--- config.mk ---
export PLATFORM = sky130hd
export DESIGN_NAME = pid_pwm_out_flat
export DESIGN_NICKNAME = d
export VERILOG_FILES = /design/src/rtl/pid_pkg.sv /design/src/rtl/pid_pwm_out_if.sv /design/src/rtl/pid_pwm_out_pwm_width_calc.sv /design/src/rtl/pid_pwm_out.sv /design/src/flat_wrapper.sv
export SDC_FILE = /design/constraint.sdc
export NUM_CORES = 1
export LEC_CHECK = 0
export CAP_MARGIN = 20
export CORE_MARGIN = 5
export CORE_UTILIZATION = 40
export CTS_CLUSTER_DIAMETER = 60
export CTS_CLUSTER_SIZE = 12
export DETAILED_ROUTE_END_ITERATION = 10
export SYNTH_ARGS = -nofsm -noshare
export SYNTH_HDL_FRONTEND = slang
export SYNTH_SLANG_ARGS = --single-unit
--- constraint.sdc ---
create_clock -name clk -period 1.57 [get_ports clk]
set_input_delay 0.314 -clock clk [delete_from_list [all_inputs] [get_ports clk]]
set_output_delay 0.314 -clock clk [all_outputs]
set_load 0.005 [all_outputs]
--- src/rtl/pid_pkg.sv ---
// Shared definitions for the pid block and its downstream PWM output stage:
// sign-magnitude word type, accessors, PWM FSM states and the pulse-width datapath width.
package pid_pkg;

   localparam int PWM_W = 16;

   // Sign-magnitude word: bit 31 is the sign, bits 30:0 the magnitude.
   typedef logic [31:0] sm32_t;

   typedef enum logic {
      IDLE = 1'b0,
      RUN  = 1'b1
   } pwm_state_t;

   function automatic logic sm_sign(input sm32_t v);
      return v[31];
   endfunction

   function automatic logic [30:0] sm_mag(input sm32_t v);
      return v[30:0];
   endfunction

endpackage

--- src/rtl/pid_pwm_out_if.sv ---
// Control/status bundle between the PID controller side and the PWM output stage.
// master drives the correction, throttle and arm; slave is the pid_pwm_out block.
interface pid_pwm_out_if;
   import pid_pkg::*;

   logic             en;
   logic             pid_valid;
   sm32_t            pid_out;
   logic [PWM_W-1:0] throttle;

   logic             pwm;
   logic [PWM_W-1:0] pulse_width;
   logic             sat_hi;
   logic             sat_lo;
   logic             failsafe;

   modport master (
      output en, pid_valid, pid_out, throttle,
      input  pwm, pulse_width, sat_hi, sat_lo, failsafe
   );

   modport slave (
      input  en, pid_valid, pid_out, throttle,
      output pwm, pulse_width, sat_hi, sat_lo, failsafe
   );

endinterface

--- src/rtl/pid_pwm_out_pwm_width_calc.sv ---
// Combinational pulse-width target: throttle +/- (PID magnitude >> CORR_SHIFT),
// clamped to [MIN_PULSE, MAX_PULSE] with saturation flags.
module pwm_width_calc
   import pid_pkg::*;
#(
   parameter int MIN_PULSE  = 1000,
   parameter int MAX_PULSE  = 2000,
   parameter int CORR_SHIFT = 5
) (
   input  sm32_t            pid_out,
   input  logic [PWM_W-1:0] throttle,
   output logic [PWM_W-1:0] target,
   output logic             sat_hi,
   output logic             sat_lo
);

   localparam logic signed [17:0] MIN_S     = 18'(MIN_PULSE);
   localparam logic signed [17:0] MAX_S     = 18'(MAX_PULSE);
   localparam logic [PWM_W-1:0]   MIN_WIDTH = PWM_W'(MIN_PULSE);
   localparam logic [PWM_W-1:0]   MAX_WIDTH = PWM_W'(MAX_PULSE);

   logic [30:0]        mag_shifted;
   logic [PWM_W-1:0]   corr;
   logic signed [17:0] sum;

   // NOTE: every output of this block gets a default before any branch so no latch is inferred.
   always_comb begin
      target = MIN_WIDTH;
      sat_hi = 1'b0;
      sat_lo = 1'b0;

      mag_shifted = sm_mag(pid_out) >> CORR_SHIFT;
      corr        = (mag_shifted > 31'h0000_FFFF) ? 16'hFFFF : mag_shifted[PWM_W-1:0];

      // Both operands are non-negative 16-bit values, so 18 signed bits cannot overflow.
      if (sm_sign(pid_out)) begin
         sum = $signed({2'b00, throttle}) - $signed({2'b00, corr});
      end else begin
         sum = $signed({2'b00, throttle}) + $signed({2'b00, corr});
      end

      if (sum > MAX_S) begin
         target = MAX_WIDTH;
         sat_hi = 1'b1;
      end else if (sum < MIN_S) begin
         target = MIN_WIDTH;
         sat_lo = 1'b1;
      end else begin
         target = sum[PWM_W-1:0];
      end
   end

endmodule

--- src/rtl/pid_pwm_out.sv ---
// PWM output stage: registers the clamped PID-corrected width and drives a period-synchronous
// PWM with no runt pulses. Optional no-update failsafe is built when PWM_FAILSAFE_EN is defined.
module pid_pwm_out
   import pid_pkg::*;
#(
   parameter int PERIOD_CYCLES    = 20000,
   parameter int MIN_PULSE        = 1000,
   parameter int MAX_PULSE        = 2000,
   parameter int CORR_SHIFT       = 5,
   parameter int FAILSAFE_PERIODS = 50
) (
   input logic          clk,
   input logic          rst,
   pid_pwm_out_if.slave bus
);

   localparam logic [PWM_W-1:0] CNT_LAST  = PWM_W'(PERIOD_CYCLES - 1);
   localparam logic [PWM_W-1:0] MIN_WIDTH = PWM_W'(MIN_PULSE);

   if (PERIOD_CYCLES < 2 || PERIOD_CYCLES > 65535 || MIN_PULSE >= MAX_PULSE ||
       MAX_PULSE >= PERIOD_CYCLES || FAILSAFE_PERIODS < 1) begin : g_param_check
      $error("pid_pwm_out: illegal parameter combination");
   end

   pwm_state_t       state;
   logic [PWM_W-1:0] cnt;
   logic [PWM_W-1:0] active;
   logic [PWM_W-1:0] target;
   logic             pwm_q;
   logic             sat_hi_q;
   logic             sat_lo_q;

   logic [PWM_W-1:0] calc_target;
   logic             calc_sat_hi;
   logic             calc_sat_lo;
   logic             wrap;
   logic             fs_trip;

   pwm_width_calc #(
      .MIN_PULSE  (MIN_PULSE),
      .MAX_PULSE  (MAX_PULSE),
      .CORR_SHIFT (CORR_SHIFT)
   ) u_calc (
      .pid_out  (bus.pid_out),
      .throttle (bus.throttle),
      .target   (calc_target),
      .sat_hi   (calc_sat_hi),
      .sat_lo   (calc_sat_lo)
   );

   // Last cycle of a period while staying armed: the only point where active may change.
   assign wrap = (state == RUN) && bus.en && (cnt == CNT_LAST);

   // NOTE: all state here is updated with non-blocking assignments so every register
   // samples pre-edge values, e.g. active loads the old target when pid_valid hits a wrap.
   always_ff @(posedge clk or posedge rst) begin
      if (rst) begin
         state    <= IDLE;
         cnt      <= '0;
         pwm_q    <= 1'b0;
         active   <= MIN_WIDTH;
         target   <= MIN_WIDTH;
         sat_hi_q <= 1'b0;
         sat_lo_q <= 1'b0;
      end else begin
         if (bus.pid_valid) begin
            target   <= calc_target;
            sat_hi_q <= calc_sat_hi;
            sat_lo_q <= calc_sat_lo;
         end else if (fs_trip) begin
            target <= MIN_WIDTH;
         end

         case (state)
            IDLE: begin
               cnt   <= '0;
               pwm_q <= 1'b0;
               if (bus.en) begin
                  state  <= RUN;
                  active <= target;
               end else begin
                  active <= MIN_WIDTH;
               end
            end
            RUN: begin
               if (!bus.en) begin
                  state  <= IDLE;
                  cnt    <= '0;
                  pwm_q  <= 1'b0;
                  active <= MIN_WIDTH;
               end else begin
                  pwm_q <= (cnt < active);
                  if (wrap) begin
                     cnt    <= '0;
                     active <= target;
                  end else begin
                     cnt <= cnt + 1'b1;
                  end
               end
            end
         endcase
      end
   end

`ifdef PWM_FAILSAFE_EN
   localparam logic [PWM_W-1:0] FS_LAST = PWM_W'(FAILSAFE_PERIODS - 1);

   logic [PWM_W-1:0] period_cnt;
   logic             failsafe_q;

   // Trips on the wrap that completes the last allowed silent period; a fresh pid_valid wins.
   assign fs_trip = wrap && !bus.pid_valid && !failsafe_q && (period_cnt == FS_LAST);

   always_ff @(posedge clk or posedge rst) begin
      if (rst) begin
         period_cnt <= '0;
         failsafe_q <= 1'b0;
      end else if (bus.pid_valid) begin
         period_cnt <= '0;
         failsafe_q <= 1'b0;
      end else if (wrap && !failsafe_q) begin
         period_cnt <= period_cnt + 1'b1;
         if (fs_trip) begin
            failsafe_q <= 1'b1;
         end
      end
   end

   assign bus.failsafe = failsafe_q;
`else
   assign fs_trip      = 1'b0;
   assign bus.failsafe = 1'b0;
`endif

   assign bus.pwm         = pwm_q;
   assign bus.pulse_width = active;
   assign bus.sat_hi      = sat_hi_q;
   assign bus.sat_lo      = sat_lo_q;

endmodule
--- src/flat_wrapper.sv ---
// flat-port wrapper written by rule: the top's interface ports become plain ports
module pid_pwm_out_flat import pid_pkg::*;
#(
   parameter int PERIOD_CYCLES    = 20000,
   parameter int MIN_PULSE        = 1000,
   parameter int MAX_PULSE        = 2000,
   parameter int CORR_SHIFT       = 5,
   parameter int FAILSAFE_PERIODS = 50
)
  (clk, rst, bus_en, bus_pid_valid, bus_pid_out, bus_throttle, bus_pwm, bus_pulse_width, bus_sat_hi, bus_sat_lo, bus_failsafe);
  pid_pwm_out_if bus_i ();
  input logic clk;
  input logic rst;
  input wire logic [$bits(bus_i.en)-1:0] bus_en;
  input wire logic [$bits(bus_i.pid_valid)-1:0] bus_pid_valid;
  input wire logic [$bits(bus_i.pid_out)-1:0] bus_pid_out;
  input wire logic [$bits(bus_i.throttle)-1:0] bus_throttle;
  output wire logic [$bits(bus_i.pwm)-1:0] bus_pwm;
  output wire logic [$bits(bus_i.pulse_width)-1:0] bus_pulse_width;
  output wire logic [$bits(bus_i.sat_hi)-1:0] bus_sat_hi;
  output wire logic [$bits(bus_i.sat_lo)-1:0] bus_sat_lo;
  output wire logic [$bits(bus_i.failsafe)-1:0] bus_failsafe;
  assign bus_i.en = bus_en;
  assign bus_i.pid_valid = bus_pid_valid;
  assign bus_i.pid_out = bus_pid_out;
  assign bus_i.throttle = bus_throttle;
  assign bus_pwm = bus_i.pwm;
  assign bus_pulse_width = bus_i.pulse_width;
  assign bus_sat_hi = bus_i.sat_hi;
  assign bus_sat_lo = bus_i.sat_lo;
  assign bus_failsafe = bus_i.failsafe;
  pid_pwm_out #(.PERIOD_CYCLES(PERIOD_CYCLES), .MIN_PULSE(MIN_PULSE), .MAX_PULSE(MAX_PULSE), .CORR_SHIFT(CORR_SHIFT), .FAILSAFE_PERIODS(FAILSAFE_PERIODS)) u_core (.clk(clk), .rst(rst), .bus(bus_i));
endmodule
Word level (Yosys, flattened, before mapping)
Cells that the tools add are included.
{"block": "word_totals", "register_bits": 52, "in_bits": 52, "output_inout_bits": 20, "elab_cells": 36}
{"block": "classes", "n_addsub": 3, "order_cmp": 4, "n_eq_ne": 2, "muxes": 17, "bitwise_logic": 1, "n_reduce_logical": 2}
{"op": "16-bit 2-to-1 mux", "n": 8}
{"op": "16-bit case mux with 2 select lines", "n": 2}
{"op": "26-bit by 16-bit greater-than comparator with 1-bit output (second input constant)", "n": 1}
{"op": "18-bit by 12-bit greater-than comparator with 1-bit output (second input constant)", "n": 1}
{"op": "18-bit by 11-bit less-than comparator with 1-bit output (second input constant)", "n": 1}
{"op": "18-bit 2-to-1 mux", "n": 1}
{"op": "16-bit by 16-bit adder with 17-bit output", "n": 1}
{"op": "16-bit by 16-bit subtractor with 17-bit output", "n": 1}
{"op": "16-bit by 1-bit adder with 16-bit output (second input constant)", "n": 1}
{"op": "16-bit by 15-bit == test with 1-bit output (second input constant)", "n": 1}
{"op": "16-bit less-than comparator", "n": 1}
{"op": "1-bit 2-to-1 mux", "n": 5}
{"op": "3-bit != test (second input constant)", "n": 1}
{"op": "1-bit logical AND", "n": 2}
{"op": "1-bit case mux with 2 select lines", "n": 1}
{"op": "1-bit inverter", "n": 1}

Logic depth before layout (Yosys ltp)
{"block": "logic_depth", "ltp_word": 7, "depth_mapped": 15, "mapped_depth_nobuf": 14}

By module
A second synthesis with hierarchy kept.
{"block": "hier_totals", "hier_cells": 543, "hier_area_um2": 4631.9}
{"module": "pid_pwm_out", "instances": 1, "cells_per_inst": 236, "area_each_um2": 2486.1, "seq_area_each_um2": 1316.3}
{"module": "pwm_width_calc", "instances": 1, "cells_per_inst": 307, "area_each_um2": 2145.8, "seq_area_each_um2": 0.0}

Worst setup path before layout
No wires, ideal clock.
{"block": "synth_path", "path_type": "input to register", "startpoint": "input port bus_pid_out[25]", "endpoint": "register u_core.target[4]", "setup_ns": 0.143, "arrival_time_ns": 3.461, "t_required_ns": 1.427, "setup_slack_ns": -2.034, "stages": 13, "n_path_buf": 1, "cell_sequence": "nor4_1 -> nand3_1 -> clkbuf_1 -> or2_2 -> ha_1 -> nor2b_1 -> a2111o_1 -> mux2_4 -> o32ai_1 -> a211oi_1 -> and4_1 -> a2111oi_0 -> a31oi_1"}
{"block": "synth_via", "elab_chain_len": 7, "word_cells_on_any_way": 9, "classes_between": "add/sub (2); order compare (3); mux (4)"}
{"element": "start: declaration", "line": "flat_wrapper.sv:16", "rtl": "input wire logic [$bits(bus_i.pid_out)-1:0] bus_pid_out;"}
{"element": "26-bit by 16-bit greater-than comparator with 1-bit output (*)", "line": "pid_pwm_out_pwm_width_calc.sv:33", "rtl": "corr = (mag_shifted > 31'h0000_FFFF) ? 16'hFFFF : mag_shifted[PWM_W-1:0];"}
{"element": "16-bit 2-to-1 mux (*)", "line": "pid_pwm_out_pwm_width_calc.sv:33"}
{"element": "16-bit by 16-bit adder with 17-bit output or 16-bit by 16-bit subtractor with 17-bit output (tied branches)", "line": "pid_pwm_out_pwm_width_calc.sv:39, pid_pwm_out_pwm_width_calc.sv:37"}
{"element": "18-bit 2-to-1 mux (*)", "line": "pid_pwm_out_pwm_width_calc.sv:36", "rtl": "if (sm_sign(pid_out)) begin"}
{"element": "18-bit by 11-bit less-than comparator with 1-bit output", "line": "pid_pwm_out_pwm_width_calc.sv:45", "rtl": "end else if (sum < MIN_S) begin"}
{"element": "16-bit 2-to-1 mux", "line": "pid_pwm_out_pwm_width_calc.sv:45"}
{"element": "16-bit 2-to-1 mux (*)", "line": "pid_pwm_out_pwm_width_calc.sv:42", "rtl": "if (sum > MAX_S) begin"}
{"element": "end signal: assignment", "line": "pid_pwm_out.sv:67", "rtl": "target <= calc_target;"}
{"element": "end: declaration", "line": "pid_pwm_out.sv:28", "rtl": "logic [PWM_W-1:0] target;"}
Mark *: on every way between the ends. The rest lies on a longest branch, timed or not.
A chain may end at the register's enable or synchronous reset.

Final worst setup path
{"block": "layout_path", "startpoint": "input port bus_pid_out[23]", "endpoint": "register u_core.target[0]"}
The elaborated chain is that of the path after synthesis.

==> flow_results.org <==
** Power
- Pwr Density :: 465 nW/µm²
- Leak Pwr :: 0.00360 µW
- Share of total power in the clock network :: 29.3%
- The internal power of the cells totals 2630 µW.
- IR analysis of the VDD net gives a maximum drop of 0.000367 V.
- Overall power consumption after layout is estimated at 3750 µW.
- Portion of total power attributed to sequential cells :: 37.3%
- Net Switching :: 1120 µW
- Sw frac :: 29.9%
- Combinational power share :: 33.4%

** Logic synthesis
- In the synthesized netlist, the number of instances is 565.
- In this run, distinct cell masters in the synthesized netlist total 78.
- Among all flip-flop cells after synthesis, the most frequent one is sky130_fd_sc_hd__dfrtp_1.
- In this run the cell area of the synthesized design comes to 4780 µm².
- A synthesized cell averages 8.46 µm².
- Number of synthesized flops with an enable pin :: 0
- After synthesis, the cell types taking the most area are sky130_fd_sc_hd__dfrtp_1 (21%), sky130_fd_sc_hd__ha_1 (13%), sky130_fd_sc_hd__dfstp_2 (6.6%).
- The synthesized design spends more area on one cell type than any other, namely sky130_fd_sc_hd__dfrtp_1.
- Of all flip-flops after synthesis, the portion carrying an async set or reset was 100%.
- Post-synthesis register bit count :: 52
- Of the synthesized area, sequential elements account for 27.5%.
- Area share of the largest cell type after synthesis :: 20.9%
- Warnings from Yosys :: 0
- The number of nets handed over by synthesis was 669.

** Layout
- Layout overhead on the synthesized area :: 69.0%
- Cells with a size suffix above 1 make up 47.5% of the layout.
- Layout net count :: 901
- With fillers left out, the area of the finished cells amounts to 8080 µm².
- Antenna diode count :: 0

** Drt
- For this run, design rule violations remaining after detail routing come to 0.
- In this run, the number of DRC markers left after iteration 0 of detailed routing was 278.
- Drt total wl :: 15,200 µm
- In this run the remaining antenna-violating nets after routing total 0.
- Dividing the detail-routed wire length by the instance count gives 16.1 µm.
- First-pass iteration count of the detailed router :: 5
- Post-detailed-route via-to-cell ratio :: 5.43
- The routed layout has 5,127 vias.

** Clocking
- Clock buffer count from CTS :: 5
- TritonCTS built the clock tree.
- Root buf cell :: sky130_fd_sc_hd__clkbuf_16
- At the later pin of the worst-skew pair, clock insertion delay measures 0.29 ns.
- H-tree depth :: 2
- The clock passes through at most 2 buffers.
- Total number of clock tree sinks :: 52
- CTS clock-pin slew for the worst setup and hold paths :: 0.07 ns

** Floorplan
- Number of top-level pins :: 72
- Row generation in the floorplan step produced 40 rows.
- The core region is 11,900 µm².
- Die Span Y :: 119 µm
- Die area :: 14,200 µm²
- The initial utilization of the core area, before any placement, comes to 40.3%.
- Floorplan die width :: 119 µm

** Setup path
- For this design, the slowest cell found on the critical path is sky130_fd_sc_hd__a2111o_1.
- Grouping stages by cell kind, the critical path spends the most delay in simple AND/OR/NAND/NOR gates.
- The worst register-to-register path has a depth of 6.
- CP required :: 1.75 ns
- The number of buffers and inverters on the critical path is 2.
- The critical path runs through a total of 14 cells.
- Element type at the critical path end :: register
- In this run the worst path has a maximum fanout of 7.
- The endpoint identified for the worst register-to-register timing path is u_core.cnt[15]$_DFF_PP0_.
- WS Path Type :: in -> reg
- R2R Path Start :: u_core.cnt[15]$_DFF_PP0_
- Launching element of the worst setup path :: bus_pid_out[23]
- Arrival time reported for the critical path endpoint :: 3.55 ns
- Element type at the critical path start :: input port
- For this run, the slowest stage of the critical path takes 0.43 ns.
- Register-to-register path setup slack :: -0.20 ns
- Critical Path Sink :: u_core.target[0]$_DFFE_PP0P_
- The critical path goes through buf_6, nor4_4, nand3_4, or2_4, ha_4, or2_4, a2111o_1, buf_6, mux2_4, o32ai_4, a21oi_2, nand4_1, mux2i_4, a32o_1.

** Status
- Result of the run :: finished, violations left
- Failing checks :: negative setup slack

** STA
- The final count of pins violating max slew is 0.
- Max-Slew Margin vs Limit :: 51.4%
- Setup repair after global routing could not meet its margin everywhere.
- Final Hold Vio Count :: 0
- Total negative slack :: -25.70 ns
- Hold is met by 0.192 ns.
- After layout, the minimum clock period comes to 3.37 ns.
- Slew @ Worst Pin :: 0.727 ns
- Derived from the worst setup path, the maximum achievable clock frequency is 296 MHz.
- Setup violations remaining at the end of the flow were counted as 39.
- Of the available clock period, the critical path in the final layout requires 215%.
- Setup slack on the critical path of the routed design comes to -1.80 ns.
- Clock skew on the completed layout was measured at 0.00530 ns.

** GRT
- The first global-routing pass estimated 24,300 µm of wire.
- Number of global-route vias before repair :: 5,316
- Total congestion overflow after global routing :: 0
- The number of antenna violations at the first check in global routing was 0.
- Entering global routing, the biggest net connects 36 pins.
- Global routing used 20.0% of the available tracks.

** Placement
- Routability-driven placement finished with a final weighted congestion of 0.944.
- In this run the tool buffered the top-level ports with 65 buffer cells.
- After detailed placement, the total cell area comes to 7000 µm².
- Post-detail-place hpwl :: 11,100 µm

** Job
- Max Cap Viol :: 0

** Min path
- Worst hold path class :: in -> async
-- cells by family (layout without fill, tap and decap cells) --
logic type / count (synthesis) / in the layout / synth area share [%]
XOR/XNOR: 25 / 25 / 4.58
AO/OA/AOI/OAI: 152 / 152 / 22.1
adder cells (fa/ha/maj): 52 / 52 / 13.9
flip-flops: 52 / 52 / 27.5
other: 1 / 1 / 0.0785
AND/OR/NAND/NOR: 205 / 209 / 22.4
buffers and inverters: 73 / 302 / 7.88
multiplexers: 5 / 5 / 1.44
-- repair_timing --
action,in CTS,in global routing
pin swaps,49,67
gates cloned,3,1
endpoints found under the hold margin,0,0
endpoints found under the setup margin,51,46
resized for setup,105,102
hold buffers,0,0
setup buffers,8,14
-- worst min path at each step --
stage / from / endpoint / slack [ns] / cells past startpoint
after floorplan: bus_en / u_core.state$_DFF_PP0_ / 0.35 / 0
after global routing: rst / u_core.target[15]$_DFFE_PP0P_ / 0.19 / 2
after global placement: u_core.cnt[0]$_DFF_PP0_ / u_core.cnt[0]$_DFF_PP0_ / 0.48 / 1
final: rst / u_core.target[15]$_DFFE_PP0P_ / 0.19 / 2
after CTS: rst / u_core.target[15]$_DFFE_PP0P_ / 0.19 / 2
after detailed placement: u_core.cnt[0]$_DFF_PP0_ / u_core.cnt[0]$_DFF_PP0_ / 0.47 / 1
-- registers in the layout, summed over array words and instances (netlist names) --
register	cells
u_core.bus.pulse_width	16
u_core.bus.pwm	1
u_core.bus.sat_hi	1
u_core.bus.sat_lo	1
u_core.cnt	16
u_core.state	1
u_core.target	16
-- final cells by class --
type | count | area, µm²
multi-input combinational | 444 | 4160
clock inverter | 3 | 22.5
timing repair buffer | 244 | 2080
tap | 147 | 184
inverter | 50 | 188
sequential | 52 | 1320
clock buffer | 5 | 125
fill | 939 | 3790
-- cells in the mapped netlist, drive strengths merged (6+ instances only) --
master   count
a2111oi     12
nand3       29
nor3         6
xor2        13
or2         19
a21oi       36
nor3b        6
nor2b       16
a211oi       6
dfrtp       40
ha          50
xnor2       12
nor2        58
o21ai       30
nand2       28
o211ai       7
a31oi       10
o31ai        7
nor4        10
inv         50
dfstp       12
clkbuf      20
nand4        9
a21o         8
-- cell usage in the layout, fill, tap and decap left out, types with 6 or more instances in the layout --
master	n
sky130_fd_sc_hd__buf_4	163
sky130_fd_sc_hd__inv_1	46
sky130_fd_sc_hd__clkdlybuf4s50_1	46
sky130_fd_sc_hd__nor2_1	40
sky130_fd_sc_hd__dfrtp_1	39
sky130_fd_sc_hd__ha_1	33
sky130_fd_sc_hd__a21oi_1	24
sky130_fd_sc_hd__nand2_1	22
sky130_fd_sc_hd__nand3_1	17
sky130_fd_sc_hd__ha_4	17
sky130_fd_sc_hd__buf_6	16
sky130_fd_sc_hd__or2_4	15
sky130_fd_sc_hd__o21ai_0	14
sky130_fd_sc_hd__nor2b_1	13
sky130_fd_sc_hd__dfstp_2	12
sky130_fd_sc_hd__nor2_4	11
sky130_fd_sc_hd__o21ai_1	11
sky130_fd_sc_hd__nand3_2	10
sky130_fd_sc_hd__xor2_1	10
sky130_fd_sc_hd__nand4_1	9
sky130_fd_sc_hd__xnor2_1	8
sky130_fd_sc_hd__a21oi_2	8
sky130_fd_sc_hd__dlygate4sd2_1	8
sky130_fd_sc_hd__or2_2	7
sky130_fd_sc_hd__nor2_2	7
sky130_fd_sc_hd__a21o_1	7
sky130_fd_sc_hd__o211ai_1	7
sky130_fd_sc_hd__a31oi_1	6
sky130_fd_sc_hd__nand2_2	6
-- power groups by stage --
stage | logic [µW] | clock network (µW) | registers (µW)
finish | 1250 | 1100 | 1400
global route | 1350 | 1160 | 1400
CTS | 1120 | 1110 | 1400
detailed placement | 1050 | 0 | 1420
global placement | 1030 | 0 | 1420
floorplan | 552 | 0 | 1420
-- stage by stage --
step / worst slack (ns) / std cells / util, %
finish: -1.80 / 945 / 68.1
global route: -1.91 / 945 / 68.1
CTS: -1.79 / 933 / 63.2
detailed placement: -2.51 / 914 / 59.0
global placement: -2.46 / 914 / 59.0
floorplan: -1.78 / 565 / -
-- routing by layer --
layer  GRT usage [%]  vias to the layer above  wire (µm)
met1            23.7                     2489       6280
met4            5.80                        0        316
met3            2.09                       27        443
met5               0                        -          0
met2            37.9                      111       8170
li1                -                     2500          -
No activity file was read; power rests on OpenSTA's default activity.
